`src/rtl/rope_position_ctrl.sv`:
```
`default_nettype none
// ============================================================================
//  Module      : rope_position_ctrl
//  Description : Tug-of-war rope position owner. Accumulates move pulses into
//                a clamped target position and animates the displayed rope
//                position toward it one pixel per animation tick.
//  Revision    : 1.0 - initial release
// ============================================================================
module rope_position_ctrl #(
    parameter int CENTER_X = 320,
    parameter int STEP_PX  = 40,
    parameter int MIN_X    = 80,
    parameter int MAX_X    = 560,
    parameter int TICK_DIV = 500000
) (
    input  logic       clk_100mhz,
    input  logic       reset,
    input  logic       move_left,
    input  logic       move_right,
    input  logic       game_over,
    output logic [9:0] rope_pos_x,
    output logic [9:0] target_x,
    output logic       moving,
    output logic       arrived
);

    localparam int                   c_CNT_W     = $clog2(TICK_DIV);
    localparam logic [c_CNT_W-1:0]   c_TICK_LAST = c_CNT_W'(TICK_DIV - 1);
    localparam logic [c_CNT_W-1:0]   c_CNT_ONE   = c_CNT_W'(1);
    localparam logic [9:0]           c_CENTER    = 10'(CENTER_X);
    localparam logic [9:0]           c_MIN       = 10'(MIN_X);
    localparam logic [9:0]           c_MAX       = 10'(MAX_X);
    // Signed arithmetic carries guard bits so the target never wraps at 0/1023
    localparam logic signed [11:0]   c_STEP_S    = 12'(STEP_PX);
    localparam logic signed [11:0]   c_MIN_S     = 12'(MIN_X);
    localparam logic signed [11:0]   c_MAX_S     = 12'(MAX_X);

    logic [c_CNT_W-1:0] r_tick_cnt;
    logic [9:0]         r_rope_pos_x;
    logic [9:0]         r_target_x;
    logic               r_moving;
    logic               r_arrived;

    logic               w_tick;
    logic signed [11:0] w_dec;
    logic signed [11:0] w_inc;
    logic [9:0]         w_target_next;
    logic [9:0]         w_rope_next;
    logic               w_step;

    assign w_tick = (r_tick_cnt == c_TICK_LAST);
    assign w_dec  = $signed({2'b00, r_target_x}) - c_STEP_S;
    assign w_inc  = $signed({2'b00, r_target_x}) + c_STEP_S;

    // Next target/position: game over snaps the target to the frozen rope,
    // opposing pulses cancel, and the rope steps toward the current target.
    always_comb begin
        w_target_next = r_target_x;
        w_rope_next   = r_rope_pos_x;
        w_step        = 1'b0;

        if (game_over) begin
            w_target_next = r_rope_pos_x;
        end else if (move_left && !move_right) begin
            w_target_next = (w_dec < c_MIN_S) ? c_MIN : w_dec[9:0];
        end else if (move_right && !move_left) begin
            w_target_next = (w_inc > c_MAX_S) ? c_MAX : w_inc[9:0];
        end

        if (w_tick && !game_over) begin
            if (r_rope_pos_x < r_target_x) begin
                w_rope_next = r_rope_pos_x + 10'd1;
                w_step      = 1'b1;
            end else if (r_rope_pos_x > r_target_x) begin
                w_rope_next = r_rope_pos_x - 10'd1;
                w_step      = 1'b1;
            end
        end
    end

    // Free-running animation tick divider, independent of game_over
    always_ff @(posedge clk_100mhz) begin
        if (reset) begin
            r_tick_cnt <= '0;
        end else if (w_tick) begin
            r_tick_cnt <= '0;
        end else begin
            r_tick_cnt <= r_tick_cnt + c_CNT_ONE;
        end
    end

    // Position/target registers and status flags derived from next-state values
    always_ff @(posedge clk_100mhz) begin
        if (reset) begin
            r_rope_pos_x <= c_CENTER;
            r_target_x   <= c_CENTER;
            r_moving     <= 1'b0;
            r_arrived    <= 1'b0;
        end else begin
            r_rope_pos_x <= w_rope_next;
            r_target_x   <= w_target_next;
            r_moving     <= (w_rope_next != w_target_next);
            r_arrived    <= w_step && (w_rope_next == w_target_next);
        end
    end

    assign rope_pos_x = r_rope_pos_x;
    assign target_x   = r_target_x;
    assign moving     = r_moving;
    assign arrived    = r_arrived;

endmodule
`default_nettype wire

```
`config.mk`:
```
export PLATFORM = sky130hd
export DESIGN_NAME = rope_position_ctrl
export DESIGN_NICKNAME = d
export VERILOG_FILES = /design/src/rtl/rope_position_ctrl.sv
export SDC_FILE = /design/constraint.sdc
export NUM_CORES = 1
export LEC_CHECK = 0
export ABC_AREA = 1
export CELL_PAD_IN_SITES_DETAIL_PLACEMENT = 2
export CELL_PAD_IN_SITES_GLOBAL_PLACEMENT = 2
export CORE_MARGIN = 3
export CORE_UTILIZATION = 28
export DETAILED_ROUTE_END_ITERATION = 6
export PLACE_DENSITY_LB_ADDON = 0.25
export SLEW_MARGIN = 20
export SYNTH_ARGS = -nofsm -noshare
export SYNTH_HDL_FRONTEND = slang
export SYNTH_SLANG_ARGS = --single-unit
```
`constraint.sdc`:
```
create_clock -name clk_100mhz -period 2.3 [get_ports clk_100mhz]
set_clock_uncertainty 0.2 [all_clocks]
set_input_delay 0.46 -clock clk_100mhz [delete_from_list [all_inputs] [get_ports clk_100mhz]]
set_output_delay 0.46 -clock clk_100mhz [all_outputs]
set_load 0.02 [all_outputs]
```
==> results of run 1 <==
-- metrics by stage --
step                cells  setup WS, ns  setup TNS, ns  hold WS (ns)
global placement      804        -0.447          -1.20         0.302
floorplan             528       -0.0855         -0.102         0.218
CTS                   827        -0.605          -3.06         0.341
detailed placement    804        -0.704          -4.45         0.310
-- cells by family after synthesis --
family / Yosys count / synth area share, %
fa+ha+maj: 16 / 6.32
compound gates: 50 / 9.00
flops: 41 / 25.9
xor+xnor: 9 / 2.49
simple gates: 326 / 45.9
buf+inv: 86 / 10.4
-- repair_timing --
item | 4_1_cts
endpoints found under the setup margin | 24
pin swaps | 44
gates cloned | 0
gates resized for setup | 97
setup buffers | 17
-- synthesized netlist by cell type --
master and instances:
ha_1 16, nand3_2 3, xnor2_1 1, a31oi_1 3, o211ai_2 1, inv_1 72
nor2_2 3, nand4_1 19, a21boi_0 1, nor3_2 1, dfxtp_1 41, xor2_1 8
nand2_1 155, clkbuf_1 4, nand2_2 12, or2_2 3, nor2_4 1, o21a_1 1
o21ai_1 3, buf_4 2, nand3_1 52, a21oi_1 23, nor3_1 9, buf_1 1
a21o_1 1, clkinv_1 2, o211ai_1 3, nor2_1 63, o21bai_1 2, nor4_2 2
a41oi_1 1, o21ai_0 11, inv_2 5, nand2b_1 1, nand3b_1 2
==> results.toml, run 1 <==
[global_routing]
antenna_found_initial = 0
grt_max_degree = 17

[clocking]
root_buffer = "clkbuf_16"
numCtsBuffers = 5
clockBufferDepth = 2
cts_sinks = 41
postCtsHoldBufs = 0
cts.htree.levels = 2

[run_status]
first-error = "[ERROR DPL-0033] detailed placement checks failed during check placement."
outcome = "did not finish"
haltStage = "5_1_grt"

[floorplanning]
ios = 27
start_util_pct = 29.0
fp.dieH_um = 112
die_width_um = 112
num_rows = 38

[synth]
syn-num-nets = 549
yosys.area.top_type = "dfxtp_1"
syn_avg_cell_area_um2 = 6.00
synth_cell_types = 35
yosys-top-cells-area = "dfxtp_1 (26%), nand2_1 (18%), inv_1 (8.5%)"
ys_warn_count = 0
syn_area_um2 = 3170
synth.top_cell.area_share_pct = 25.9
synth_cells = 528
ys_seq_area_share_pct = 25.9
ys_ff_latch = 41

[sta]
crit_endpoint = "arrived$_SDFF_PP0_/D"
endpoint_type = "register data pin"

[placement]
place_hpwl_um = 12500
io_buffers = 26
placed_area_um2 = 4630
place_congestion = 0.859
==> run 2, diff against run 1 <==
CELL_PAD_IN_SITES_DETAIL_PLACEMENT = default   (was 2)
CELL_PAD_IN_SITES_GLOBAL_PLACEMENT = default   (was 2)
CORE_UTILIZATION = 40   (was 28)
PLACE_DENSITY_LB_ADDON = 0.15   (was 0.25)
clock period = 3 ns   (was 2.3 ns; I/O delays follow)
==> results.toml, run 2 <==
[run_status]
outcome = "complete, no violations"

[route]
wl_per_cell_um = 13.1
vias_per_cell = 5.04
postRouteAntennaNets = 0
wirelength_um = 9170
drc = 0
num_vias = 3531
dr.pass1.iters = 5
dr.first_iter.drc_count = 127

[pwr]
clockPowerShare_pct = 38.8
internal-power_mw = 1.01
p_seq_share_pct = 39.5
power.density_nw_per_um2 = 348
leakagePower_nw = 1.95
p_comb_share_pct = 21.7
switching_share_pct = 28.6
switchingPower_mw = 0.405
ir_worst_vdd_uv = 209

[synth]
syn-num-nets = 549
synth.top_cell.area_share_pct = 25.9
syn_area_um2 = 3170
synth_cells = 528
ys_ff_latch = 41
synth_cell_types = 35
synth-async-reset-ratio_pct = 0
synth_most_common_cell = "nand2_1"
synth_common_cells = "nand2_1 (155), inv_1 (72), nor2_1 (63)"
yosys.area.top_type = "dfxtp_1"
synth-main-ff-cell = "dfxtp_1"
syn_avg_cell_area_um2 = 6.00
yosys-top-cells-area = "dfxtp_1 (26%), nand2_1 (18%), inv_1 (8.5%)"
synth_edf_count = 0
ys_seq_area_share_pct = 25.9
ys_warn_count = 0

[clocking]
cts_sinks = 41
numCtsBuffers = 5
clk_latency_ns = 0.30
root_buffer = "clkbuf_8"
cts.htree.levels = 2
clockBufferDepth = 2
clkTransAtPathRegs_ns = 0.09
tritoncts = "yes"
postCtsHoldBufs = 0

[global_routing]
grt_usage_pct = 21.2
antenna_found_initial = 0
grt-ovfl-total = 0
grt_max_degree = 19
grt_pass1_wl_um = 15000
grt_pass1_vias = 3248

[worst_setup_path]
r2r_start = "target_x[7]"
worst-setup-path-type = "flop to flop"
ff2ff_path_depth = 17
path_max_fanout = 4
cp_data_arrival_time_ns = 2.77
critPathMostFrequentCell = "nor2_1"
r2r_end = "moving"
path_cells = "inv_1, ha_1, nand2_1, buf_4, nor2_1, nand3_1, nand3_1, o21ai_1, o211ai_1, xor2_1, inv_1, nand2_1, inv_1, nor2_1, nand3_1, nor2_1, nor2_1"
critical-path-slowest-cell = "dfxtp_1"
cp_slowest_stage_delay_ns = 0.33
cp-start-kind = "flop"
crit_required_ns = 2.99
ff2ff_setup_slack_ns = 0.23
cp-end-kind = "flop"

[placement]
place_congestion = 0.935
io_buffers = 26
dp_slack_ns = 0.139
place_hpwl_um = 7440
placed_area_um2 = 3860

[job]
cap_violations = 0

[floorplanning]
start_util_pct = 42.5
coreArea_um2 = 7450
die_area_um2 = 9020
die_width_um = 95.0
ios = 27
num_rows = 31
fp.dieH_um = 95.0

[worst_hold_path]
holdCritStartpoint = "r_tick_cnt[0]"
hp-class = "flop to flop"
worstHoldEndpoint = "r_tick_cnt[0]"
min_path_cells = 1

[finish]
final_common_cell = "nand2_1"
largest_register = "r_tick_cnt"
nets = 622
stdcell_area_um2 = 4070
drive_above_1_share_pct = 16.3
largest_reg_flops = 19
layout-area-overhead-vs-synth_pct = 28.5
layout_common_cells = "nand2_1 (153), inv_1 (71), nor2_1 (62), nand3_1 (52), buf_4 (46)"
antenna_cells_inserted = 0

[sta]
setup_slack_ns = 0.227
whs_ns = 0.248
tightest_slew_ns = 0.406
final-setup-viol-count = 0
drv_slew = 0
final_hold_viol_count = 0
slew_headroom_pct = 72.7
max_freq_mhz = 361
period_needed_ns = 2.77
period_share_pct = 92.4
## run 2: cell counts after synthesis
No cell type changed its count.
## run 2: through the flow
step / util, % / total power, mW / std cells / TNS, ns
floorplan: - / 0.753 / 528 / 0
global placement: 51.9 / 0.863 / 692 / 0
detailed placement: 51.9 / 0.864 / 692 / 0
CTS: 53.7 / 1.42 / 700 / 0
global route: 54.7 / 1.49 / 701 / -0.0112
finish: 54.7 / 1.42 / 701 / 0
## run 2: worst max-delay path by stage
stage,from,endpoint,cells after the start
4_1_cts,target_x[9],moving,23
6_report,target_x[7],moving,17
3_5_place_dp,target_x[9],moving,23
3_3_place_gp,target_x[7],moving,17
2_1_floorplan,target_x[9],moving,15
5_1_grt,target_x[3],moving,20
## run 2: logic make-up after synthesis
group	count (synthesis)	share of synthesized area (%)
flops	41	25.9
xor+xnor	9	2.49
compound gates	50	9.00
simple gates	326	45.9
fa+ha+maj	16	6.32
buf+inv	86	10.4
## run 2: critical path: cells and delay by family, from the launching register on
| family | cells | cell delay [ns] |
|---|---|---|
| simple gates | 9 | 0.83 |
| fa+ha+maj | 1 | 0.29 |
| compound gates | 2 | 0.40 |
| buf+inv | 4 | 0.34 |
| xor+xnor | 1 | 0.29 |
| flops | 1 | 0.33 |
## run 2: metal layers
metal,share of wire [%],routed length (um),vias up,global-route usage (%)
li1,-,-,1840,-
met1,47,4300,1602,27.0
met2,48,4420,72,36.6
met3,2.8,257,17,2.63
met4,2.0,185,0,7.45
met5,0,0,-,0
## run 2: cell type report
| cell class | instances | area [um^2] |
|---|---|---|
| clock buffers | 5 | 68.8 |
| clock inverters | 3 | 68.8 |
| fillers | 779 | 3380 |
| inverters | 79 | 297 |
| multi-input cells | 401 | 2070 |
| flip-flops and latches | 41 | 823 |
| well taps | 99 | 124 |
| repair buffers | 73 | 617 |
## run 2: what timing repair did
action,4_1_cts,5_1_grt
gates resized for setup,0,15
setup endpoints to repair,0,2
setup buffers,0,1
endpoints found under the hold margin,0,0
## run 2: power by group through the flow
stage / registers [mW] / clock network (mW) / logic (mW)
after floorplan: 0.585 / 0 / 0.168
after global placement: 0.572 / 0 / 0.291
after detailed placement: 0.573 / 0 / 0.292
after CTS: 0.560 / 0.570 / 0.293
after global routing: 0.561 / 0.584 / 0.341
final: 0.560 / 0.550 / 0.307
(Power assumes the default switching activity.)
